===== src/rtl/rv32i_types.sv =====
// Shared RV32I types for the MEM stage: load/store funct3 codes, MEM FSM state, data-memory request payload.
package rv32i_types;

   localparam int unsigned XLEN    = 32;
   localparam int unsigned DMEM_AW = 32;
   localparam int unsigned BE_W    = 4;

   typedef enum logic [2:0] {
      LB  = 3'b000,
      LH  = 3'b001,
      LW  = 3'b010,
      LBU = 3'b100,
      LHU = 3'b101
   } load_funct3_t;

   typedef enum logic [2:0] {
      SB = 3'b000,
      SH = 3'b001,
      SW = 3'b010
   } store_funct3_t;

   typedef enum logic [1:0] {
      IDLE = 2'b00,
      WAIT = 2'b01,
      DONE = 2'b10
   } mem_state_t;

   typedef struct packed {
      logic               read;
      logic               write;
      logic [DMEM_AW-1:0] address;
      logic [XLEN-1:0]    wdata;
      logic [BE_W-1:0]    byte_enable;
   } dmem_req_t;

   // Halves must sit on even bytes and words on word boundaries; a write wins over a read.
   function automatic logic is_misaligned(input logic rd, input logic wr,
                                          input load_funct3_t lop, input store_funct3_t sop,
                                          input logic [1:0] a);
      logic mis;
      mis = 1'b0;
      if (wr) begin
         mis = ((sop == SH) && a[0]) || ((sop == SW) && (a != 2'b00));
      end else if (rd) begin
         mis = (((lop == LH) || (lop == LHU)) && a[0]) || ((lop == LW) && (a != 2'b00));
      end
      return mis;
   endfunction

endpackage


===== src/rtl/mem_access_stage_if.sv =====
// Single-port data-memory bus: the MEM stage is master, the memory is slave.
interface mem_access_stage_if;
   import rv32i_types::*;

   logic               dmem_read;
   logic               dmem_write;
   logic [DMEM_AW-1:0] dmem_address;
   logic [XLEN-1:0]    dmem_wdata;
   logic [BE_W-1:0]    dmem_byte_enable;
   logic               dmem_resp;
   logic [XLEN-1:0]    dmem_rdata;

   modport master (
      output dmem_read, dmem_write, dmem_address, dmem_wdata, dmem_byte_enable,
      input  dmem_resp, dmem_rdata
   );

   modport slave (
      input  dmem_read, dmem_write, dmem_address, dmem_wdata, dmem_byte_enable,
      output dmem_resp, dmem_rdata
   );
endinterface


===== src/rtl/mem_access_stage_align.sv =====
// Combinational lane logic: store byte enables / lane-replicated wdata and load extraction with extension.
module mem_align
   import rv32i_types::*;
(
   input  logic [1:0]      addr,
   input  load_funct3_t    loadop,
   input  store_funct3_t   storeop,
   input  logic [XLEN-1:0] rs2,
   input  logic [XLEN-1:0] rdata,
   output logic [BE_W-1:0] byte_enable,
   output logic [XLEN-1:0] wdata,
   output logic [XLEN-1:0] load_data
);

   logic [7:0]  byte_sel;
   logic [15:0] half_sel;

   assign byte_sel = rdata[{addr, 3'b000} +: 8];
   assign half_sel = addr[1] ? rdata[31:16] : rdata[15:0];

   // Store lanes
   always_comb begin
      byte_enable = '0;
      wdata       = rs2;
      case (storeop)
         SB: begin
            byte_enable = 4'b0001 << addr;
            wdata       = {4{rs2[7:0]}};
         end
         SH: begin
            byte_enable = addr[1] ? 4'b1100 : 4'b0011;
            wdata       = {2{rs2[15:0]}};
         end
         SW: byte_enable = 4'b1111;
         default: byte_enable = '0;
      endcase
   end

   // Load extraction
   always_comb begin
      load_data = rdata;
      case (loadop)
         LB:  load_data = {{24{byte_sel[7]}}, byte_sel};
         LBU: load_data = {24'h000000, byte_sel};
         LH:  load_data = {{16{half_sel[15]}}, half_sel};
         LHU: load_data = {16'h0000, half_sel};
         default: load_data = rdata;
      endcase
   end

endmodule


===== src/rtl/mem_access_stage.sv =====
// MEM stage: issues data-memory requests, stalls until resp, registers extended load data.
// Optional misaligned-access trap enabled by defining MEM_MISALIGN_CHECK_EN.
module mem_access_stage
   import rv32i_types::*;
#(
   parameter int unsigned ADDR_W = 32
) (
   input  logic                clk,
   input  logic                rst_n,
   input  logic                MEM_valid,
   input  logic                MEM_read,
   input  logic                MEM_write,
   input  load_funct3_t        MEM_loadop,
   input  store_funct3_t       MEM_storeop,
   input  logic [ADDR_W-1:0]   MEM_alu_out,
   input  logic [XLEN-1:0]     MEM_rs2_out,
   mem_access_stage_if.master  mem_bus,
   output logic                MEM_stall,
   output logic [XLEN-1:0]     MEM_load_data,
   output logic                MEM_misaligned
);

   mem_state_t      state_q, state_d;
   dmem_req_t       req_q;
   logic            access_c;
   logic            misalign_c;
   logic            issue_c;
   logic [BE_W-1:0] align_be;
   logic [XLEN-1:0] align_wdata;
   logic [XLEN-1:0] align_load;

   mem_align u_align (
      .addr        (MEM_alu_out[1:0]),
      .loadop      (MEM_loadop),
      .storeop     (MEM_storeop),
      .rs2         (MEM_rs2_out),
      .rdata       (mem_bus.dmem_rdata),
      .byte_enable (align_be),
      .wdata       (align_wdata),
      .load_data   (align_load)
   );

   assign access_c = MEM_valid & (MEM_read | MEM_write);

`ifdef MEM_MISALIGN_CHECK_EN
   assign misalign_c = access_c &
                       is_misaligned(MEM_read, MEM_write, MEM_loadop, MEM_storeop, MEM_alu_out[1:0]);
`else
   assign misalign_c = 1'b0;
`endif

   assign issue_c = access_c & ~misalign_c;

   // Stall is combinational in IDLE so the pipeline freezes in the same cycle the access appears.
   assign MEM_stall      = ((state_q == IDLE) & issue_c) | (state_q == WAIT);
   assign MEM_misaligned = (state_q == IDLE) & misalign_c;

   always_ff @(posedge clk or negedge rst_n) begin
      if (!rst_n) state_q <= IDLE;
      else        state_q <= state_d;
   end

   always_comb begin
      state_d = state_q;
      case (state_q)
         IDLE:    if (issue_c) state_d = WAIT;
         WAIT:    if (mem_bus.dmem_resp) state_d = DONE;
         DONE:    state_d = IDLE;
         default: state_d = IDLE;
      endcase
   end

   // Request and load-data registers; request fields stay frozen for the whole WAIT.
   always_ff @(posedge clk or negedge rst_n) begin
      if (!rst_n) begin
         req_q         <= '0;
         MEM_load_data <= '0;
      end else begin
         case (state_q)
            IDLE: begin
               if (issue_c) begin
                  req_q.read        <= MEM_read & ~MEM_write;
                  req_q.write       <= MEM_write;
                  req_q.address     <= {MEM_alu_out[ADDR_W-1:2], 2'b00};
                  req_q.wdata       <= align_wdata;
                  req_q.byte_enable <= MEM_write ? align_be : '0;
               end
            end
            WAIT: begin
               if (mem_bus.dmem_resp) begin
                  req_q.read  <= 1'b0;
                  req_q.write <= 1'b0;
                  if (req_q.read) MEM_load_data <= align_load;
               end
            end
            default: ;
         endcase
      end
   end

   assign mem_bus.dmem_read        = req_q.read;
   assign mem_bus.dmem_write       = req_q.write;
   assign mem_bus.dmem_address     = req_q.address;
   assign mem_bus.dmem_wdata       = req_q.wdata;
   assign mem_bus.dmem_byte_enable = req_q.byte_enable;

endmodule

===== src/flat_wrapper.sv =====
// flat-port wrapper written by rule: the top's interface ports become plain ports
module mem_access_stage_flat import rv32i_types::*;
#(
   parameter int unsigned ADDR_W = 32
)
  (clk, rst_n, MEM_valid, MEM_read, MEM_write, MEM_loadop, MEM_storeop, MEM_alu_out, MEM_rs2_out, MEM_stall, MEM_load_data, MEM_misaligned, mem_bus_dmem_read, mem_bus_dmem_write, mem_bus_dmem_address, mem_bus_dmem_wdata, mem_bus_dmem_byte_enable, mem_bus_dmem_resp, mem_bus_dmem_rdata);
  mem_access_stage_if mem_bus_i ();
  input  logic clk;
  input  logic rst_n;
  input  logic MEM_valid;
  input  logic MEM_read;
  input  logic MEM_write;
  input  load_funct3_t MEM_loadop;
  input  store_funct3_t MEM_storeop;
  input  logic [ADDR_W-1:0] MEM_alu_out;
  input  logic [XLEN-1:0] MEM_rs2_out;
  output logic MEM_stall;
  output logic [XLEN-1:0] MEM_load_data;
  output logic MEM_misaligned;
  output wire logic [$bits(mem_bus_i.dmem_read)-1:0] mem_bus_dmem_read;
  output wire logic [$bits(mem_bus_i.dmem_write)-1:0] mem_bus_dmem_write;
  output wire logic [$bits(mem_bus_i.dmem_address)-1:0] mem_bus_dmem_address;
  output wire logic [$bits(mem_bus_i.dmem_wdata)-1:0] mem_bus_dmem_wdata;
  output wire logic [$bits(mem_bus_i.dmem_byte_enable)-1:0] mem_bus_dmem_byte_enable;
  input wire logic [$bits(mem_bus_i.dmem_resp)-1:0] mem_bus_dmem_resp;
  input wire logic [$bits(mem_bus_i.dmem_rdata)-1:0] mem_bus_dmem_rdata;
  assign mem_bus_dmem_read = mem_bus_i.dmem_read;
  assign mem_bus_dmem_write = mem_bus_i.dmem_write;
  assign mem_bus_dmem_address = mem_bus_i.dmem_address;
  assign mem_bus_dmem_wdata = mem_bus_i.dmem_wdata;
  assign mem_bus_dmem_byte_enable = mem_bus_i.dmem_byte_enable;
  assign mem_bus_i.dmem_resp = mem_bus_dmem_resp;
  assign mem_bus_i.dmem_rdata = mem_bus_dmem_rdata;
  mem_access_stage #(.ADDR_W(ADDR_W)) u_core (.clk(clk), .rst_n(rst_n), .MEM_valid(MEM_valid), .MEM_read(MEM_read), .MEM_write(MEM_write), .MEM_loadop(MEM_loadop), .MEM_storeop(MEM_storeop), .MEM_alu_out(MEM_alu_out), .MEM_rs2_out(MEM_rs2_out), .mem_bus(mem_bus_i), .MEM_stall(MEM_stall), .MEM_load_data(MEM_load_data), .MEM_misaligned(MEM_misaligned));
endmodule

===== config.mk =====
export PLATFORM = sky130hd
export DESIGN_NAME = mem_access_stage_flat
export DESIGN_NICKNAME = d
export VERILOG_FILES = /design/src/rtl/rv32i_types.sv /design/src/rtl/mem_access_stage_if.sv /design/src/rtl/mem_access_stage_align.sv /design/src/rtl/mem_access_stage.sv /design/src/flat_wrapper.sv
export SDC_FILE = /design/constraint.sdc
export NUM_CORES = 1
export LEC_CHECK = 0
export CELL_PAD_IN_SITES_DETAIL_PLACEMENT = 2
export CELL_PAD_IN_SITES_GLOBAL_PLACEMENT = 2
export CORE_UTILIZATION = 35
export DETAILED_ROUTE_END_ITERATION = 16
export DONT_BUFFER_PORTS = 1
export GPL_ROUTABILITY_DRIVEN = 0
export PLACE_DENSITY_LB_ADDON = 0.08
export RECOVER_POWER = 50
export SETUP_SLACK_MARGIN = 0.2
export SKIP_CTS_REPAIR_TIMING = 1
export SLEW_MARGIN = 10
export SYNTH_ARGS = -nofsm -noshare
export SYNTH_HDL_FRONTEND = slang
export SYNTH_SLANG_ARGS = --single-unit
export TNS_END_PERCENT = 50

===== constraint.sdc =====
create_clock -name clk -period 1.85 [get_ports clk]
set_input_delay 0.185 -clock clk [delete_from_list [all_inputs] [get_ports clk]]
set_output_delay 0.185 -clock clk [all_outputs]
set_load 0.01 [all_outputs]

; Word level (Yosys, flattened, before mapping)
; Cells that the tools add are included.
[totals]
reg_bits = 102
inputBits = 108
out_inout_bits = 104
wordCells = 43
[classes]
eq_ne = 8
n_shift = 2
mux = 12
bitwise_logic = 6
reduce_logical = 8
[ops]
columns = cell, count
row1 = 32-bit one-hot mux with 4 select lines, 1
row2 = 70-bit two-way mux, 1
row3 = 32-bit one-hot mux with 2 select lines, 1
row4 = 32-bit by 6-bit indexed part select with 8-bit output, 1
row5 = 16-bit two-way mux, 1
row6 = 4-bit one-hot mux with 3 select lines, 1
row7 = 4-bit two-way mux, 2
row8 = 2-bit one-hot mux with 2 select lines, 2
row9 = "3-bit by 1-bit equality test with 1-bit output, second input constant", 2
row10 = "3-bit equality test, second input constant", 2
row11 = 3-bit zero test, 2
row12 = 2-bit two-way mux, 3
row13 = 3-bit AND reduction, 2
row14 = 2-bit AND reduction, 2
row15 = "1-bit by 2-bit << shifter with 4-bit output, first input constant", 1
row16 = 1-bit AND, 3
row17 = "3-bit by 2-bit equality test with 1-bit output, second input constant", 1
row18 = "2-bit by 1-bit equality test with 1-bit output, second input constant", 1
row19 = 2-bit zero test, 1
row20 = "2-bit by 1-bit inequality test with 1-bit output, second input constant", 1
row21 = "2-bit inequality test, second input constant", 1
row22 = 1-bit OR, 2
row23 = 2-bit nonzero test, 1
row24 = 1-bit NOT, 1

; Longest topological paths before layout
[depth]
word_depth = 5
depth_mapped = 6
ltp_nobuf = 4

; Hierarchy
; From an unflattened synthesis, not the netlist that was laid out.
[unflattened]
hier_cells = 416
hier_area_um2 = 5108.6
[modules_own_cells]
columns = module, instances, cells_each, area_each_um2, seq_area_each_um2
row1 = mem_access_stage, 1, 235, 3968.8, 2552.4
row2 = mem_align, 1, 181, 1139.8, 0.0

; Least setup slack after synthesis
; No wires, ideal clock.
[synth_path]
path_kind = register to register
from = reg u_core.req_q (netlist bit u_core.mem_bus.dmem_read)
to = reg u_core.MEM_load_data[21]
setup_time_ns = 0.073
arrival_time_ns = 1.406
t_required_ns = 1.777
setup_slack_ns = 0.371
stages_incl_launch_ff = 7
path_buffers = 2
period_less_slack_ns = 1.479
cell_sequence = dfrtp_1 and4b_1 clkbuf_1 and2_1 a31o_4 buf_6 a21oi_2
[synth_via]
elab_chain_cells = 1
[synth_rtl]
columns = element, line_no
row1 = from (decl), mem_access_stage.sv:24  ; dmem_req_t req_q;
row2 = 3-bit AND reduction (no line), --
row3 = to (signal assigned), mem_access_stage.sv:93  ; if (req_q.read) MEM_load_data <= align_load;
row4 = to (decl), mem_access_stage.sv:19  ; output logic [XLEN-1:0] MEM_load_data,
; No other way between the ends.
; A chain may end at the register's enable or synchronous reset.

; Worst setup path after layout
[layout_path]
from = in MEM_loadop[1]
to = reg u_core.MEM_load_data[19]
[layout_via]
elab_chain_cells = 2
elab_cells_between_ends = 5
cone_classes = 3 x eq/ne / 1 x mux / 1 x reduce/logical
[layout_rtl]
columns = element, line_no
row1 = from (decl), flat_wrapper.sv:13  ; input load_funct3_t MEM_loadop;
row2 = 3-bit equality test (tied with other cells), mem_access_stage_align.sv:42  ; case (loadop)
row3 = 32-bit one-hot mux with 4 select lines *, mem_access_stage_align.sv:42
; Every way passes the cells marked *; elsewhere a longest branch is shown, timed or not.

==> flow_summary.html <==
<table>
<tr><th>Metric</th><th>Value</th></tr>
<tr><th colspan="2">Route</th></tr>
<tr><td>Count of nets left with antenna violations after detail routing</td><td>0</td></tr>
<tr><td>WL/cell</td><td>around 21 microns</td></tr>
<tr><td>Total iterations of the first detailed-routing run</td><td>4</td></tr>
<tr><td>Count of routing violations after the opening detailed-route iteration</td><td>167</td></tr>
<tr><td>Number of design rule violations left after detail routing</td><td>0</td></tr>
<tr><td>Routed WL</td><td>15900 microns</td></tr>
<tr><td>Total number of vias</td><td>3974</td></tr>
<tr><td>Vias per inst</td><td>5.33</td></tr>
<tr><th colspan="2">Timing</th></tr>
<tr><td>Hold Worst Slack</td><td>-0.472 ns</td></tr>
<tr><td>Slew @ Worst Pin</td><td>roughly 0.62 ns</td></tr>
<tr><td>Max-slew violation count</td><td>0</td></tr>
<tr><td>Clk_skew</td><td>0.0108 ns</td></tr>
<tr><td>Final hold viol count</td><td>107</td></tr>
<tr><td>Worst slew margin</td><td>58.7%</td></tr>
<tr><td>Part of the cycle the worst path needs</td><td>88.8%</td></tr>
<tr><td>Setup TNS after final layout</td><td>0 ns</td></tr>
<tr><td>F_max</td><td>608 MHz</td></tr>
<tr><td>Unrepaired setup endpoints after global routing</td><td>yes</td></tr>
<tr><td>Post-layout min period</td><td>between 1.5 and 2 ns</td></tr>
<tr><td>Finish-stage setup viols</td><td>0</td></tr>
<tr><th colspan="2">Synth</th></tr>
<tr><td>Most used DFF post-synth</td><td>dfrtp_1</td></tr>
<tr><td>Number of flops mapped to enable cells by yosys</td><td>0</td></tr>
<tr><td>Part of the Yosys area used for sequential elements</td><td>53.3%</td></tr>
<tr><td>Share of flip-flops with an asynchronous set or reset</td><td>100%</td></tr>
<tr><td>Most frequently used cell type in the post-synthesis netlist</td><td>nand2_1</td></tr>
<tr><td>Synth top area share</td><td>53.3%</td></tr>
<tr><td>Post-synthesis average cell area</td><td>9.12 sq um</td></tr>
<tr><td>Synth Register Bits</td><td>102</td></tr>
<tr><td>Number of cells produced by synthesis</td><td>525</td></tr>
<tr><td>Biggest area consumer among synthesized cells</td><td>dfrtp_1</td></tr>
<tr><td>Count of yosys warnings during synthesis</td><td>0</td></tr>
<tr><td>Library cells used by synthesis</td><td>roughly 40</td></tr>
<tr><td>Post-synth top cells</td><td>183 x nand2_1, 102 x dfrtp_1, 48 x o21ai_0</td></tr>
<tr><td>Mapped Area</td><td>about 4800 sq um</td></tr>
<tr><td>Cell types with the largest area share after synthesis</td><td>dfrtp_1 53%, nand2_1 14%, mux2i_1 5.4%</td></tr>
<tr><th colspan="2">CTS</th></tr>
<tr><td>TritonCTS clock tree</td><td>built</td></tr>
<tr><td>Worst skew pair latency</td><td>0.35 ns</td></tr>
<tr><td>Clock Path Buffers</td><td>2</td></tr>
<tr><td>Clock edge transition at the registers on the reported setup and hold paths</td><td>0.07 ns</td></tr>
<tr><td>Sinks on Clock Net</td><td>102</td></tr>
<tr><td>Num CTS Buffers</td><td>9</td></tr>
<tr><td>Root cell of the clock tree</td><td>clkbuf_16</td></tr>
<tr><td>H-tree lvl count</td><td>3</td></tr>
<tr><th colspan="2">Flow run</th></tr>
<tr><td>Max-cap violations</td><td>0</td></tr>
<tr><th colspan="2">Run status</th></tr>
<tr><td>Status</td><td>finished, violations left</td></tr>
<tr><td>Violated checks</td><td>hold timing</td></tr>
<tr><th colspan="2">Setup path</th></tr>
<tr><td>Most repeated library cell on the critical path</td><td>dlygate4sd3_1</td></tr>
<tr><td>Critical-path maximum fanout</td><td>34</td></tr>
<tr><td>WP data arrival</td><td>1.90 ns</td></tr>
<tr><td>Crit Reg-Reg Endpoint</td><td>u_core.MEM_load_data[19]</td></tr>
<tr><td>Launch point of the worst reg-to-reg path</td><td>u_core.state_q[1]</td></tr>
<tr><td>Combined buffer and inverter count along the critical path</td><td>2</td></tr>
<tr><td>Critical-path cell list</td><td>dlygate4sd3_1 -&gt; nand2_1 -&gt; dlygate4sd3_1 -&gt; a21oi_1</td></tr>
<tr><td>Cell count along the critical path</td><td>4</td></tr>
<tr><td>CP startpoint kind</td><td>input pin</td></tr>
<tr><td>Critical Path Max Stage Delay</td><td>around 0.84 ns</td></tr>
<tr><td>Critical setup path kind</td><td>in2reg</td></tr>
<tr><td>Endpoint type of the worst setup path</td><td>flip-flop</td></tr>
<tr><td>Depth of the most critical reg-to-reg path</td><td>4</td></tr>
<tr><td>Delay-heaviest family, CP</td><td>buffers and inverters</td></tr>
<tr><td>Worst path required time</td><td>2.11 ns</td></tr>
<tr><td>Slowest cell on the critical path</td><td>dlygate4sd3_1</td></tr>
<tr><td>Setup slack, reg-to-reg</td><td>0.26 ns</td></tr>
<tr><th colspan="2">Final layout</th></tr>
<tr><td>Layout filler cell count</td><td>between 1000 and 1500</td></tr>
<tr><td>Diodes inserted</td><td>0</td></tr>
<tr><td>Total non-filler cell area in the finished layout</td><td>5780 sq um</td></tr>
<tr><td>Non-filler instance count after layout</td><td>around 750</td></tr>
<tr><td>Number of nets in the layout</td><td>673</td></tr>
<tr><td>Layout Area Growth over Synthesis</td><td>20.7%</td></tr>
<tr><td>Share of cells above drive strength 1</td><td>8.61%</td></tr>
<tr><th colspan="2">Min path</th></tr>
<tr><td>Hold Crit Class</td><td>in2async</td></tr>
<tr><th colspan="2">Placement</th></tr>
<tr><td>Placed Instances</td><td>676</td></tr>
<tr><td>HPWL Detailed</td><td>10600 microns</td></tr>
<tr><td>Cell area reported after detailed placement</td><td>around 4900 sq um</td></tr>
<tr><td>Port bufs</td><td>0</td></tr>
<tr><th colspan="2">Global routing</th></tr>
<tr><td>Via count of the first global-routing pass</td><td>4139</td></tr>
<tr><td>Antenna violations before repair</td><td>0</td></tr>
<tr><td>Overflow left after global routing</td><td>0</td></tr>
<tr><td>GRT Overall Usage</td><td>a little over a fifth</td></tr>
<tr><td>Maximum number of pins on one net before global-route repair</td><td>103</td></tr>
<tr><td>First-pass GRT wire length</td><td>22900 microns</td></tr>
<tr><th colspan="2">Power</th></tr>
<tr><td>Leakage component of the power</td><td>2.62 nW</td></tr>
<tr><td>Power density of the placed cells</td><td>1290 nW/um^2</td></tr>
<tr><td>VDD IR-drop max</td><td>~0.47 mV</td></tr>
<tr><th colspan="2">Floorplanning</th></tr>
<tr><td>Die Y-Extent</td><td>~120 microns</td></tr>
<tr><td>Effective utilization at floorplan</td><td>between 30% and 40%</td></tr>
<tr><td>Number of cell rows</td><td>42</td></tr>
<tr><td>Horizontal die dimension</td><td>around 120 microns</td></tr>
<tr><td>Core ar.</td><td>~13000 sq um</td></tr>
<tr><td>I/O pin cnt</td><td>212</td></tr>
<tr><td>Die area</td><td>14200 sq um</td></tr>
</table>
[registers in the layout (all words and copies together) (netlist names)]
register                         cells
u_core.MEM_load_data                32
u_core.mem_bus.dmem_wdata           32
u_core.mem_bus.dmem_address         30
u_core.mem_bus.dmem_byte_enable      4
u_core.state_q                       2
u_core.mem_bus.dmem_read             1
u_core.mem_bus.dmem_write            1
[how the worst max path moves through the flow]
stage / from / end / slack, ns
floorplan: u_core.mem_bus.dmem_read / u_core.MEM_load_data[21] / 0.37
global placement: u_core.state_q[1] / u_core.MEM_load_data[15] / 0.27
detailed placement: u_core.state_q[1] / u_core.mem_bus.dmem_wdata[8] / 0.17
CTS: u_core.state_q[1] / u_core.mem_bus.dmem_wdata[8] / 0.17
global route: u_core.state_q[1] / u_core.MEM_load_data[3] / 0.16
finish: MEM_loadop[1] / u_core.MEM_load_data[19] / 0.21
[where the power goes]
part           internal, mW  switching (mW)
clock network          1.07           0.822
registers              3.08            1.07
logic                 0.629           0.777
[worst reg2reg max path: cells and delay by family, from the launching register on]
kind	cells	cell delay (ns)
AOI/OAI and AO/OA	2	0.46
DFF	1	0.43
and+or+nand+nor	1	0.35
buffers and inverters	1	0.21
[per-stage QoR]
stage	utilization [%]	total power, mW	hold WS, ns	setup WS (ns)
finish	43.5	7.44	-0.472	0.207
global route	43.5	7.89	-0.483	0.156
CTS	39.4	7.42	-0.487	0.166
detailed placement	37.2	5.49	-0.108	0.169
global placement	37.2	5.36	-0.108	0.267
floorplan	-	4.98	-0.111	0.371
[cell usage in the layout, fill, tap and decap left out, drive strengths merged, types with 10 or more instances in the layout]
cell / instances
nor2: 24
nand3b: 10
nand2: 183
a21oi: 31
buf: 11
mux2i: 26
o21ai: 48
dfrtp: 102
dlygate4sd3: 53
clkbuf: 11
[area by class of cell]
type	instances	area (sq um)	area share [%]
Clock inverter	4	47.5	0.822
Tap cell	176	220	3.81
Inverter	4	15.0	0.260
Sequential cell	102	2550	44.1
Timing Repair Buffer	64	629	10.9
Multi-Input combinational cell	384	2070	35.9
Clock buffer	11	243	4.20
[metal layers]
layer  wire (microns)  vias up  GRT usage, %  part of all wire (%)
met5                0        -             0                     0
met4              226        0          7.36                   1.4
met3             1280       14          6.94                   8.1
met2             7640      130          32.9                    48
met1             6730     2006          27.4                    42
li1                 -     1824             -                     -
[cell families after synthesis]
| kind of cell | Yosys count | synth area share [%] |
|---|---|---|
| buffers and inverters | 41 | 3.81 |
| AO/OA/AOI/OAI | 108 | 14.2 |
| AND/OR/NAND/NOR | 239 | 21.3 |
| flip-flops | 102 | 53.3 |
| other | 1 | 0.0783 |
| multiplexers | 34 | 7.32 |
(Power assumes the default switching activity.)
